$ cat src/rtl/fsm_dfi_mb_if.sv
// Arbiter command channel and DFI command pins of the multi-bank DFI command FSM.
// The master modport is the arbiter/PHY side, the slave modport is the FSM.
interface fsm_dfi_mb_if #(
  parameter int ADDR_W = 14,
  parameter int BANK_W = 3
);
  logic              cmd_valid;
  logic [2:0]        cmd_type;
  logic [31:0]       cmd_addr;
  logic              fsm_ready;
  logic              cmd_done;
  logic              row_hit;
  logic              dfi_cs_n;
  logic              dfi_ras_n;
  logic              dfi_cas_n;
  logic              dfi_we_n;
  logic              dfi_cke;
  logic [ADDR_W-1:0] dfi_addr;
  logic [BANK_W-1:0] dfi_bank;

  modport master (
    output cmd_valid, cmd_type, cmd_addr,
    input  fsm_ready, cmd_done, row_hit,
    input  dfi_cs_n, dfi_ras_n, dfi_cas_n, dfi_we_n, dfi_cke, dfi_addr, dfi_bank
  );

  modport slave (
    input  cmd_valid, cmd_type, cmd_addr,
    output fsm_ready, cmd_done, row_hit,
    output dfi_cs_n, dfi_ras_n, dfi_cas_n, dfi_we_n, dfi_cke, dfi_addr, dfi_bank
  );
endinterface

$ cat src/rtl/fsm_dfi_mb.sv
// Multi-bank open-page DFI command FSM: tracks the open row of every bank and
// issues ACT, PRE+ACT, RD/WR or PREA+REF with fixed command spacing.
module fsm_dfi_mb #(
  parameter int ADDR_W = 14,
  parameter int BANK_W = 3,
  parameter int COL_W  = 10,
  parameter int tRCD   = 4,
  parameter int CL     = 4,
  parameter int tRP    = 4,
  parameter int tRFC   = 8
) (
  input logic         clk,
  input logic         rst,
  fsm_dfi_mb_if.slave bus
);
  localparam int NBANK = 2 ** BANK_W;

  localparam logic [2:0] CMD_NOP     = 3'd0;
  localparam logic [2:0] CMD_READ    = 3'd1;
  localparam logic [2:0] CMD_WRITE   = 3'd2;
  localparam logic [2:0] CMD_SCRUB   = 3'd3;
  localparam logic [2:0] CMD_REFRESH = 3'd4;

  // A wait state lasts T-1 cycles, so the counter is loaded with T-2 and exits at 0.
  localparam logic [7:0] LD_RP  = 8'(tRP - 2);
  localparam logic [7:0] LD_RCD = 8'(tRCD - 2);
  localparam logic [7:0] LD_CL  = 8'(CL - 2);
  localparam logic [7:0] LD_RFC = 8'(tRFC - 2);
  localparam logic [ADDR_W-1:0] ADDR_A10 = ADDR_W'(11'h400);

  typedef enum logic [3:0] {
    S_IDLE, S_PRE, S_WAIT_RP, S_ACT, S_WAIT_RCD, S_RDWR,
    S_WAIT_CL, S_PREA, S_WAIT_RPA, S_REF, S_WAIT_RFC
  } state_t;

  state_t            state_r, state_s;
  logic [7:0]        timer_r, timer_s;
  logic [NBANK-1:0]  open_r;
  logic [ADDR_W-1:0] open_row_r [NBANK];
  logic [2:0]        type_r;
  logic [BANK_W-1:0] bank_r;
  logic [ADDR_W-1:0] row_r;
  logic [COL_W-1:0]  col_r;
  logic              hit_r, done_r, row_hit_r;
  logic              accept_s, rw_s, ref_s, hit_s, done_s;
  logic [COL_W-1:0]  col_s;
  logic [BANK_W-1:0] bank_s;
  logic [ADDR_W-1:0] row_s;
  logic              addr_unused_s;
  logic              ras_n_s, cas_n_s, we_n_s;
  logic [ADDR_W-1:0] addr_s;
  logic [BANK_W-1:0] dbank_s;

  assign col_s         = bus.cmd_addr[COL_W-1:0];
  assign bank_s        = bus.cmd_addr[COL_W +: BANK_W];
  assign row_s         = bus.cmd_addr[COL_W+BANK_W +: ADDR_W];
  assign addr_unused_s = ^bus.cmd_addr;
  assign accept_s      = bus.cmd_valid & (state_r == S_IDLE);
  assign hit_s         = rw_s & open_r[bank_s] & (open_row_r[bank_s] == row_s);

  // Command type classification; NOP and undefined codes are neither.
  always_comb begin
    rw_s  = 1'b0;
    ref_s = 1'b0;
    case (bus.cmd_type)
      CMD_NOP:                        rw_s  = 1'b0;
      CMD_READ, CMD_WRITE, CMD_SCRUB: rw_s  = 1'b1;
      CMD_REFRESH:                    ref_s = 1'b1;
      default:                        rw_s  = 1'b0;
    endcase
  end

  // Next-state, wait-counter and completion decode.
  always_comb begin
    state_s = state_r;
    timer_s = timer_r;
    done_s  = 1'b0;
    case (state_r)
      S_IDLE: begin
        if (accept_s && rw_s) begin
          if (hit_s)               state_s = S_RDWR;
          else if (open_r[bank_s]) state_s = S_PRE;
          else                     state_s = S_ACT;
        end else if (accept_s && ref_s) begin
          state_s = (|open_r) ? S_PREA : S_REF;
        end else begin
          state_s = S_IDLE;
        end
      end
      S_PRE:  begin state_s = S_WAIT_RP;  timer_s = LD_RP;  end
      S_ACT:  begin state_s = S_WAIT_RCD; timer_s = LD_RCD; end
      S_RDWR: begin state_s = S_WAIT_CL;  timer_s = LD_CL;  end
      S_PREA: begin state_s = S_WAIT_RPA; timer_s = LD_RP;  end
      S_REF:  begin state_s = S_WAIT_RFC; timer_s = LD_RFC; end
      S_WAIT_RP, S_WAIT_RCD, S_WAIT_CL, S_WAIT_RPA, S_WAIT_RFC: begin
        if (timer_r != 8'd0) begin
          timer_s = timer_r - 8'd1;
        end else begin
          case (state_r)
            S_WAIT_RP:  state_s = S_ACT;
            S_WAIT_RCD: state_s = S_RDWR;
            S_WAIT_RPA: state_s = S_REF;
            default: begin
              state_s = S_IDLE;
              done_s  = 1'b1;
            end
          endcase
        end
      end
      default: state_s = S_IDLE;
    endcase
  end

  // State, timer, bank-open flags and completion flags.
  always_ff @(posedge clk) begin
    if (rst) begin
      state_r   <= S_IDLE;
      timer_r   <= 8'd0;
      open_r    <= '0;
      done_r    <= 1'b0;
      row_hit_r <= 1'b0;
    end else begin
      state_r   <= state_s;
      timer_r   <= timer_s;
      done_r    <= done_s;
      row_hit_r <= done_s & hit_r;
      case (state_r)
        S_ACT:   open_r[bank_r] <= 1'b1;
        S_PRE:   open_r[bank_r] <= 1'b0;
        S_PREA:  open_r         <= '0;
        default: open_r         <= open_r;
      endcase
    end
  end

  // Latched command fields and per-bank open rows.
  always_ff @(posedge clk) begin
    if (rst) begin
      type_r <= 3'd0;
      bank_r <= '0;
      row_r  <= '0;
      col_r  <= '0;
      hit_r  <= 1'b0;
      for (int i = 0; i < NBANK; i++) open_row_r[i] <= '0;
    end else begin
      if (accept_s) begin
        type_r <= bus.cmd_type;
        bank_r <= bank_s;
        row_r  <= row_s;
        col_r  <= col_s;
        hit_r  <= hit_s;
      end
      if (state_r == S_ACT) open_row_r[bank_r] <= row_r;
    end
  end

  // DFI pin encoding; every command state lasts exactly one cycle.
  always_comb begin
    ras_n_s = 1'b1;
    cas_n_s = 1'b1;
    we_n_s  = 1'b1;
    addr_s  = '0;
    dbank_s = '0;
    case (state_r)
      S_ACT: begin
        ras_n_s = 1'b0;
        addr_s  = row_r;
        dbank_s = bank_r;
      end
      S_RDWR: begin
        cas_n_s = 1'b0;
        we_n_s  = (type_r == CMD_WRITE) ? 1'b0 : 1'b1;
        addr_s  = ADDR_W'(col_r);
        dbank_s = bank_r;
      end
      S_PRE: begin
        ras_n_s = 1'b0;
        we_n_s  = 1'b0;
        dbank_s = bank_r;
      end
      S_PREA: begin
        ras_n_s = 1'b0;
        we_n_s  = 1'b0;
        addr_s  = ADDR_A10;
      end
      S_REF: begin
        ras_n_s = 1'b0;
        cas_n_s = 1'b0;
      end
      default: ras_n_s = 1'b1;
    endcase
  end

  assign bus.fsm_ready = (state_r == S_IDLE);
  assign bus.cmd_done  = done_r;
  assign bus.row_hit   = row_hit_r;
  assign bus.dfi_cs_n  = 1'b0;
  assign bus.dfi_ras_n = ras_n_s;
  assign bus.dfi_cas_n = cas_n_s;
  assign bus.dfi_we_n  = we_n_s;
  assign bus.dfi_cke   = 1'b1;
  assign bus.dfi_addr  = addr_s;
  assign bus.dfi_bank  = dbank_s;
endmodule

$ cat src/flat_wrapper.sv
// flat-port wrapper written by rule: the top's interface ports become plain ports
module fsm_dfi_mb_flat 
#(
  parameter int ADDR_W = 14,
  parameter int BANK_W = 3,
  parameter int COL_W  = 10,
  parameter int tRCD   = 4,
  parameter int CL     = 4,
  parameter int tRP    = 4,
  parameter int tRFC   = 8
)
  (clk, rst, bus_cmd_valid, bus_cmd_type, bus_cmd_addr, bus_fsm_ready, bus_cmd_done, bus_row_hit, bus_dfi_cs_n, bus_dfi_ras_n, bus_dfi_cas_n, bus_dfi_we_n, bus_dfi_cke, bus_dfi_addr, bus_dfi_bank);
  fsm_dfi_mb_if #(.ADDR_W(ADDR_W), .BANK_W(BANK_W)) bus_i ();
  input logic clk;
  input logic rst;
  input wire logic [$bits(bus_i.cmd_valid)-1:0] bus_cmd_valid;
  input wire logic [$bits(bus_i.cmd_type)-1:0] bus_cmd_type;
  input wire logic [$bits(bus_i.cmd_addr)-1:0] bus_cmd_addr;
  output wire logic [$bits(bus_i.fsm_ready)-1:0] bus_fsm_ready;
  output wire logic [$bits(bus_i.cmd_done)-1:0] bus_cmd_done;
  output wire logic [$bits(bus_i.row_hit)-1:0] bus_row_hit;
  output wire logic [$bits(bus_i.dfi_cs_n)-1:0] bus_dfi_cs_n;
  output wire logic [$bits(bus_i.dfi_ras_n)-1:0] bus_dfi_ras_n;
  output wire logic [$bits(bus_i.dfi_cas_n)-1:0] bus_dfi_cas_n;
  output wire logic [$bits(bus_i.dfi_we_n)-1:0] bus_dfi_we_n;
  output wire logic [$bits(bus_i.dfi_cke)-1:0] bus_dfi_cke;
  output wire logic [$bits(bus_i.dfi_addr)-1:0] bus_dfi_addr;
  output wire logic [$bits(bus_i.dfi_bank)-1:0] bus_dfi_bank;
  assign bus_i.cmd_valid = bus_cmd_valid;
  assign bus_i.cmd_type = bus_cmd_type;
  assign bus_i.cmd_addr = bus_cmd_addr;
  assign bus_fsm_ready = bus_i.fsm_ready;
  assign bus_cmd_done = bus_i.cmd_done;
  assign bus_row_hit = bus_i.row_hit;
  assign bus_dfi_cs_n = bus_i.dfi_cs_n;
  assign bus_dfi_ras_n = bus_i.dfi_ras_n;
  assign bus_dfi_cas_n = bus_i.dfi_cas_n;
  assign bus_dfi_we_n = bus_i.dfi_we_n;
  assign bus_dfi_cke = bus_i.dfi_cke;
  assign bus_dfi_addr = bus_i.dfi_addr;
  assign bus_dfi_bank = bus_i.dfi_bank;
  fsm_dfi_mb #(.ADDR_W(ADDR_W), .BANK_W(BANK_W), .COL_W(COL_W), .tRCD(tRCD), .CL(CL), .tRP(tRP), .tRFC(tRFC)) u_core (.clk(clk), .rst(rst), .bus(bus_i));
endmodule
$ cat config.mk
export PLATFORM = sky130hd
export DESIGN_NAME = fsm_dfi_mb_flat
export DESIGN_NICKNAME = d
export VERILOG_FILES = /design/src/rtl/fsm_dfi_mb_if.sv /design/src/rtl/fsm_dfi_mb.sv /design/src/flat_wrapper.sv
export SDC_FILE = /design/constraint.sdc
export NUM_CORES = 1
export LEC_CHECK = 0
export CORE_MARGIN = 2
export CORE_UTILIZATION = 58
export CTS_CLUSTER_DIAMETER = 50
export CTS_CLUSTER_SIZE = 20
export DETAILED_ROUTE_END_ITERATION = 16
export PLACE_DENSITY = 0.88
export SLEW_MARGIN = 10
export SYNTH_ARGS = -nofsm -noshare
export SYNTH_HDL_FRONTEND = slang
export SYNTH_SLANG_ARGS = --single-unit
$ cat constraint.sdc
create_clock -name clk -period 2.5 [get_ports clk]
set_input_delay 0.375 -clock clk [delete_from_list [all_inputs] [get_ports clk]]
set_output_delay 0.375 -clock clk [all_outputs]
set_load 0.02 [all_outputs]
==> flow_summary.toml, run 1 <==
[timing]
min_period_ns = 2.44
worst_slew_margin_rel_pct = 60.2
clock_skew_ns = 0.00984
tightest_slew_ns = 0.596
post-route-period-util_pct = 97.7
timing.hold.ws_ns = 0.461
max_freq_ghz = 0.409
rsz0062_at_grt = "false"
hold_viol_final = 0
setup_viol = 0
final_max_slew_viol_count = 0

[critical_path]
endpoint_kind = "flop"
crit_arrival_ns = 2.79
crit_buf_inv = 2
reg2reg_to = "u_core.hit_r$_SDFFE_PP0P_"
cpPeakStageDelay_ns = 0.63
critical_path_class = "primary input to flop"
crit_fanout = 8
crit_chain = "clkdlybuf4s50_1 -> buf_4 -> nand2b_1 -> o22ai_1 -> a221oi_2 -> xor2_1 -> nor4_2 -> nand4_1 -> o31ai_2"
startpoint = "bus_cmd_addr[12]"
r2r-start = "u_core.open_row_r[2][7]$_SDFFCE_PN0P_"
crit_slowest_cell = "clkdlybuf4s50_1"
worstPathRequired_ns = 2.85
cpLargestDelayFamily = "buffers and inverters"
start_kind = "primary input"
ff2ff_setup_slack_ns = 0.29
crit_cells = 9
worstSetupEndpoint = "u_core.hit_r$_SDFFE_PP0P_"
reg2regPathDepth = 6

[logic_synthesis]
netlist_area_um2 = 7790
synth_nets = 719
syn_avg_cell_area_um2 = 11.5
synth_ff_type = "edfxtp_1"
synth_cell_types = 52
synth-seq-cells = 165
async_reset_ff_share_pct = 0
synthCells = 679
ys_warn_count = 0
yosysSeqAreaShare_pct = 56.8
synth_edf_count = 112

[route]
drt_pre_antenna_iters = 6
drc = 0
vias = 5807
routedWlPerCell_um = 21.9
wl_met1_um = 7660
wl_met3_um = 2160
maxUsedRoutingLayer = "met4"
viasPerCell = 6.24
final_antenna_net_count = 0
dr_wl_met2_um = 10000
first_iter_violations = 731
detail_route.wirelength_um = 20400

[cts]
cts_hold_buf = 0
cts.sinks = 165
root_buffer = "clkbuf_16"
htree_levels = 4
clkLatencyLatePin_ns = 0.43
cts_max_path_buffers = 2
cts_tree = "done"
cts_buffers = 17
clk_pin_slew_ns = 0.07

[cells_and_area]
syn2layout_area_growth_pct = 18.6
final_nets = 782
multi_input_area_um2 = 3180
fill_cells = 855
regArea_um2 = 4420
drive_above_1_share_pct = 13.6
num_antenna_cells = 0
utilization_pct = 70.1
fin_cells = 931

[global_route]
globalRoute.totalOverflow = 0
antenna_found_initial = 0
first_global_vias = 5776
grt_pass1_wl_um = 32100
track_usage_pct = 29.8
grt_max_degree = 40

[floorplanning]
die_h_um = 120
die_area_um2 = 14400
die_w_um = 120
rows = 42
coreArea_um2 = 13200
initial_core_util_pct = 59.1
ios = 63

[placement]
gp_congestion = 0.940
io_buffers = 55
dp.cells = 899
dp_hpwl_um = 13300

[power_and_ir_drop]
peakVddDrop_v = 0.000836
fin_total_pwr_mw = 7.96
p_per_area_nw_per_um2 = 861
p_leak_nw = 3.68

[status]
status = "finished, final reports clean"

[worst_hold_path]
hold_class = "primary input to flop"
hold_depth = 4

[flow_run]
drv_cap = 0
## cells by family after synthesis
family / count (synthesis) / share of synthesized area (%)
flip-flops: 165 / 56.8
AND/OR/NAND/NOR: 299 / 20.5
buffers and inverters: 46 / 2.74
multiplexers: 50 / 9.89
AO/OA/AOI/OAI: 95 / 7.46
XOR/XNOR: 19 / 2.13
other: 2 / 0.0963
adder cells (fa/ha/maj): 3 / 0.449
## how the worst min path moves through the flow
stage                                       from                             to  slack [ns]
floorplan              u_core.hit_r$_SDFFE_PP0P_  u_core.bus.row_hit$_SDFF_PP0_        0.43
global placement    u_core.col_r[9]$_SDFFE_PP0P_   u_core.col_r[9]$_SDFFE_PP0P_        0.44
detailed placement  u_core.col_r[5]$_SDFFE_PP0P_   u_core.col_r[5]$_SDFFE_PP0P_        0.45
CTS                             bus_cmd_addr[11]  u_core.bank_r[1]$_SDFFE_PP0P_        0.45
global route                    bus_cmd_addr[11]  u_core.bank_r[1]$_SDFFE_PP0P_        0.48
finish                          bus_cmd_addr[11]  u_core.bank_r[1]$_SDFFE_PP0P_        0.46
## state kept, by name, indices dropped and copies added (netlist names)
register             flops
u_core.open_r            8
u_core.row_r            14
u_core.bank_r            3
u_core.bus.row_hit       1
u_core.hit_r             1
u_core.type_r            3
u_core.open_row_r      112
u_core.state_r           4
u_core.timer_r           8
u_core.bus.cmd_done      1
u_core.col_r            10
## layer usage
metal	GRT usage, %	vias up
li1	-	2552
met1	38.5	2821
met2	48.2	377
met3	8.27	57
met4	11.5	0
met5	0	-
## stage by stage
| step | worst slack, ns | setup TNS [ns] | cell area, um2 |
|---|---|---|---|
| after floorplan | 0.309 | 0 | 7790 |
| after global placement | -0.353 | -0.698 | 8620 |
| after detailed placement | -0.515 | -1.07 | 8620 |
| after CTS | 0.00204 | 0 | 9200 |
| after global routing | 0.0129 | 0 | 9240 |
| final | 0.0571 | 0 | 9240 |
## layout make-up
| class | count | share of cell area [%] |
|---|---|---|
| tap | 176 | 2.38 |
| inverter | 4 | 0.162 |
| timing repair buffer | 86 | 8.75 |
| clock buffer | 20 | 5.29 |
| multi-input combinational | 468 | 34.5 |
| clock inverter | 12 | 1.08 |
| sequential | 165 | 47.9 |
## power by group
part | total (mW) | switching [mW] | internal [mW]
Sequential | 3.47 | 0.294 | 3.17
Combinational | 1.90 | 1.15 | 0.752
Clock | 2.59 | 1.14 | 1.45
## what timing repair did
item	CTS	global route
pin swaps	1	2
setup buffers	0	0
gates resized for setup	13	11
endpoints found under the setup margin	13	10
## Yosys cell counts (2+ instances only)
master    count  area share [%]
nand2_1      79             3.8
buf_2         5            0.32
and2_1      114             9.1
nand2b_1      7            0.56
a22o_1       10             1.1
o21ai_0      13            0.83
a221oi_1      7            0.79
dfxtp_1      53              14
nand3b_1      4            0.39
nand4_1       3            0.24
conb_1        2           0.096
a21oi_1      46             3.0
a21o_1        2            0.19
nor3_1        5            0.32
o31ai_1       2            0.19
ha_1          2            0.32
buf_4         3            0.29
nand3_1       5            0.32
xor2_1       10             1.1
or3_1         2            0.16
and3_1        8            0.64
or2_2         9            0.72
nor4_1        5            0.40
inv_1         4            0.19
mux2_2       12             1.7
mux4_1        8             2.7
nand4b_1      2            0.22
a31oi_1       2            0.16
nor2_1       40             1.9
mux4_2       10             2.9
mux2i_1      20             2.6
edfxtp_1    112              43
nor2b_1       7            0.56
or4_1         2            0.19
buf_6         3            0.43
clkbuf_1     30             1.4
nor4b_1       2            0.22
o22ai_1       7            0.56
xnor2_1       9             1.0
## placed cells by master, fill, tap and decap left out, types with 3 or more instances in the layout
| cell type | count |
|---|---|
| and2_1 | 114 |
| dfxtp_1 | 53 |
| mux4_2 | 10 |
| nand3_1 | 5 |
| inv_6 | 8 |
| a22o_1 | 10 |
| nand2b_1 | 7 |
| nor3_1 | 5 |
| a221oi_1 | 6 |
| xnor2_1 | 9 |
| mux2i_1 | 20 |
| a21oi_1 | 46 |
| nand4_1 | 3 |
| xor2_1 | 10 |
| edfxtp_1 | 112 |
| inv_1 | 4 |
| mux4_1 | 8 |
| nand3b_1 | 4 |
| nor2b_1 | 6 |
| nor2_1 | 40 |
| buf_4 | 29 |
| clkbuf_16 | 19 |
| and3_1 | 8 |
| dlymetal6s2s_1 | 7 |
| nand2_1 | 79 |
| o21ai_0 | 13 |
| mux2_2 | 12 |
| clkdlybuf4s50_1 | 36 |
| nor4_2 | 4 |
| o22ai_1 | 7 |
| or2_2 | 9 |
| dlygate4sd2_1 | 10 |
## worst register-to-register path, stage by stage (launching register included)
cell,delay (ns)
edfxtp_1,0.39
mux4_1,0.53
mux2i_1,0.20
xnor2_1,0.11
nor4_2,0.41
nand4_1,0.28
o31ai_2,0.23
Power figures use the tool's default switching activity.
==> run 2: changes to the inputs <==
--- a/config.mk
+++ b/config.mk
@@ -6,11 +6,11 @@
 export NUM_CORES = 1
 export LEC_CHECK = 0
 export CORE_MARGIN = 2
-export CORE_UTILIZATION = 58
+export CORE_UTILIZATION = 27
 export CTS_CLUSTER_DIAMETER = 50
 export CTS_CLUSTER_SIZE = 20
 export DETAILED_ROUTE_END_ITERATION = 16
-export PLACE_DENSITY = 0.88
+export PLACE_DENSITY = 0.51
 export SLEW_MARGIN = 10
 export SYNTH_ARGS = -nofsm -noshare
 export SYNTH_HDL_FRONTEND = slang
==> flow_summary.toml, run 2 (synthesized netlist as in run 1, its figures left out) <==
[critical_path]
crit_fanout = 6
startpoint = "u_core.state_r[1]$_SDFFE_PP0P_"
r2r-start = "u_core.state_r[1]$_SDFFE_PP0P_"
crit_arrival_ns = 2.03
start_kind = "flop"
crit_slowest_cell = "clkdlybuf4s50_1"
endpoint_kind = "output pin"
ff2ff_setup_slack_ns = 0.28
crit_chain = "nor2b_2 -> buf_4 -> or3_1 -> clkdlybuf4s50_1"
worstPathRequired_ns = 2.12
reg2reg_to = "u_core.open_row_r[7][8]$_SDFFCE_PN0P_"
worstSetupEndpoint = "bus_dfi_we_n"
cpPeakStageDelay_ns = 0.56
reg2regPathDepth = 6
critical_path_class = "flop to output pin"

[global_route]
antenna_found_initial = 0
grt_max_degree = 27
grt_pass1_wl_um = 33200
first_global_vias = 5427
gr-usage-met2_pct = 22.3
use_met3_pct = 2.65
track_usage_pct = 14.7
top_usage_layer = "met2"
met1_usage_pct = 21.7
globalRoute.totalOverflow = 0

[cts]
clkLatencyLatePin_ns = 0.44
cts_tree = "done"
cts.sinks = 165
clk_pin_slew_ns = 0.07
htree_levels = 4
cts_hold_buf = 0
cts_buffers = 17
cts_max_path_buffers = 2
root_buffer = "clkbuf_16"

[timing]
fin_tns_setup_ns = 0
tightest_slew_ns = 0.623
fin_ws_ns = 0.0940
final_max_slew_viol_count = 0
worst_slew_margin_rel_pct = 58.4
max_freq_ghz = 0.416
min_period_ns = 2.41
hold_viol_final = 0
rsz0062_at_grt = "false"
clock_skew_ns = 0.0138
post-route-period-util_pct = 96.2
setup_viol = 0

[worst_hold_path]
hold_class = "primary input to flop"
hold_start = "rst"

[route]
final_antenna_net_count = 0
vias = 5401
drc = 0
drt_pre_antenna_iters = 5
detail_route.wirelength_um = 21600
routedWlPerCell_um = 18.6
first_iter_violations = 434
viasPerCell = 4.66

[placement]
dp_hpwl_um = 14100
io_buffers = 55
dp_slack_ns = -0.253
gp_congestion = 0.804

[cells_and_area]
multi_input_area_um2 = 3170
regMostFlops = "u_core.open_row_r"
reg_top3 = "u_core.open_row_r x112, u_core.row_r x14, u_core.col_r x10"
largest_register_ffs = 112
syn2layout_area_growth_pct = 23.4
final_cell_mix = "and2_1 (114), edfxtp_1 (112), nand2_1 (79)"
fill_cells = 2949
drive_above_1_share_pct = 15.4
final_nets = 799
final_common_cell = "and2_1"
regArea_um2 = 4420

[floorplanning]
ios = 63
initial_core_util_pct = 27.3
die_w_um = 174
coreArea_um2 = 28500
die_area_um2 = 30200
rows = 62
die_h_um = 174

[power_and_ir_drop]
p_leak_nw = 3.63
p_per_area_nw_per_um2 = 835
peakVddDrop_v = 0.000531

[status]
status = "finished, final reports clean"

[flow_run]
drv_cap = 0
## run 2: changes by cell type in the layout (fill, tap and decap cells not counted), sizes merged, moves of 2 or more
cell and delta:
clkbuf -3, clkdlybuf4s50 +5, buf +19, dlymetal6s2s -6, diode +2, clkinvlp +2
## run 2: repair_timing
action                                  CTS  global route
hold endpoints to repair                  0             0
endpoints found under the setup margin   17             6
resized for setup                        12             3
gates cloned                              0             0
setup buffers                             0             0
## run 2: critical path, delay by kind of cell, from the launching register on
| family | cells | cell delay (ns) |
|---|---|---|
| buf+inv | 2 | 0.70 |
| simple gates | 2 | 0.54 |
| flops | 1 | 0.35 |
## run 2: final cells by class
type / instances / share of cell area [%]
Sequential cell: 165 / 46.0
Tap cell: 384 / 4.99
Antenna cell: 2 / 0.0520
Inverter: 4 / 0.156
Clock buffer: 17 / 4.42
Timing Repair Buffer: 103 / 9.99
Multi-Input combinational cell: 468 / 33.0
Clock inverter: 15 / 1.43
## run 2: how the worst min path moves through the flow
stage                                                to  slack, ns  cells past startpoint
final                      u_core.col_r[9]$_SDFFE_PP0P_       0.25                      2
after global routing      u_core.bank_r[1]$_SDFFE_PP0P_       0.24                      2
after CTS                 u_core.bank_r[1]$_SDFFE_PP0P_       0.23                      2
after detailed placement   u_core.col_r[8]$_SDFFE_PP0P_       0.45                      2
after global placement     u_core.col_r[3]$_SDFFE_PP0P_       0.44                      2
after floorplan           u_core.bus.row_hit$_SDFF_PP0_       0.43                      1
## run 2: power breakdown
part / internal, mW / switching [mW] / total, mW / leakage, nW
Clock: 1.32 / 1.23 / 2.55 / 0.273
Combinational: 0.832 / 1.21 / 2.04 / 1.76
Sequential: 3.17 / 0.267 / 3.44 / 1.59
## run 2: per-stage QoR
step / area (um2) / hold slack (ns) / cells / power [mW] / utilization [%]
after global routing: 9620 / 0.243 / 1156 / 8.47 / 33.7
after detailed placement: 9050 / 0.447 / 1124 / 5.52 / 31.7
final: 9620 / 0.253 / 1158 / 8.03 / 33.7
after global placement: 9050 / 0.444 / 1124 / 5.51 / 31.7
after CTS: 9600 / 0.229 / 1156 / 8.07 / 33.6
after floorplan: 7790 / 0.430 / 679 / 4.72 / -
## run 2: routing by layer
layer	part of all wire, %	routed length, um	up-vias
met5	0	0	-
met4	1.1	229	0
met3	4.8	1040	15
met2	44	9450	126
met1	50	10900	2676
li1	-	-	2584
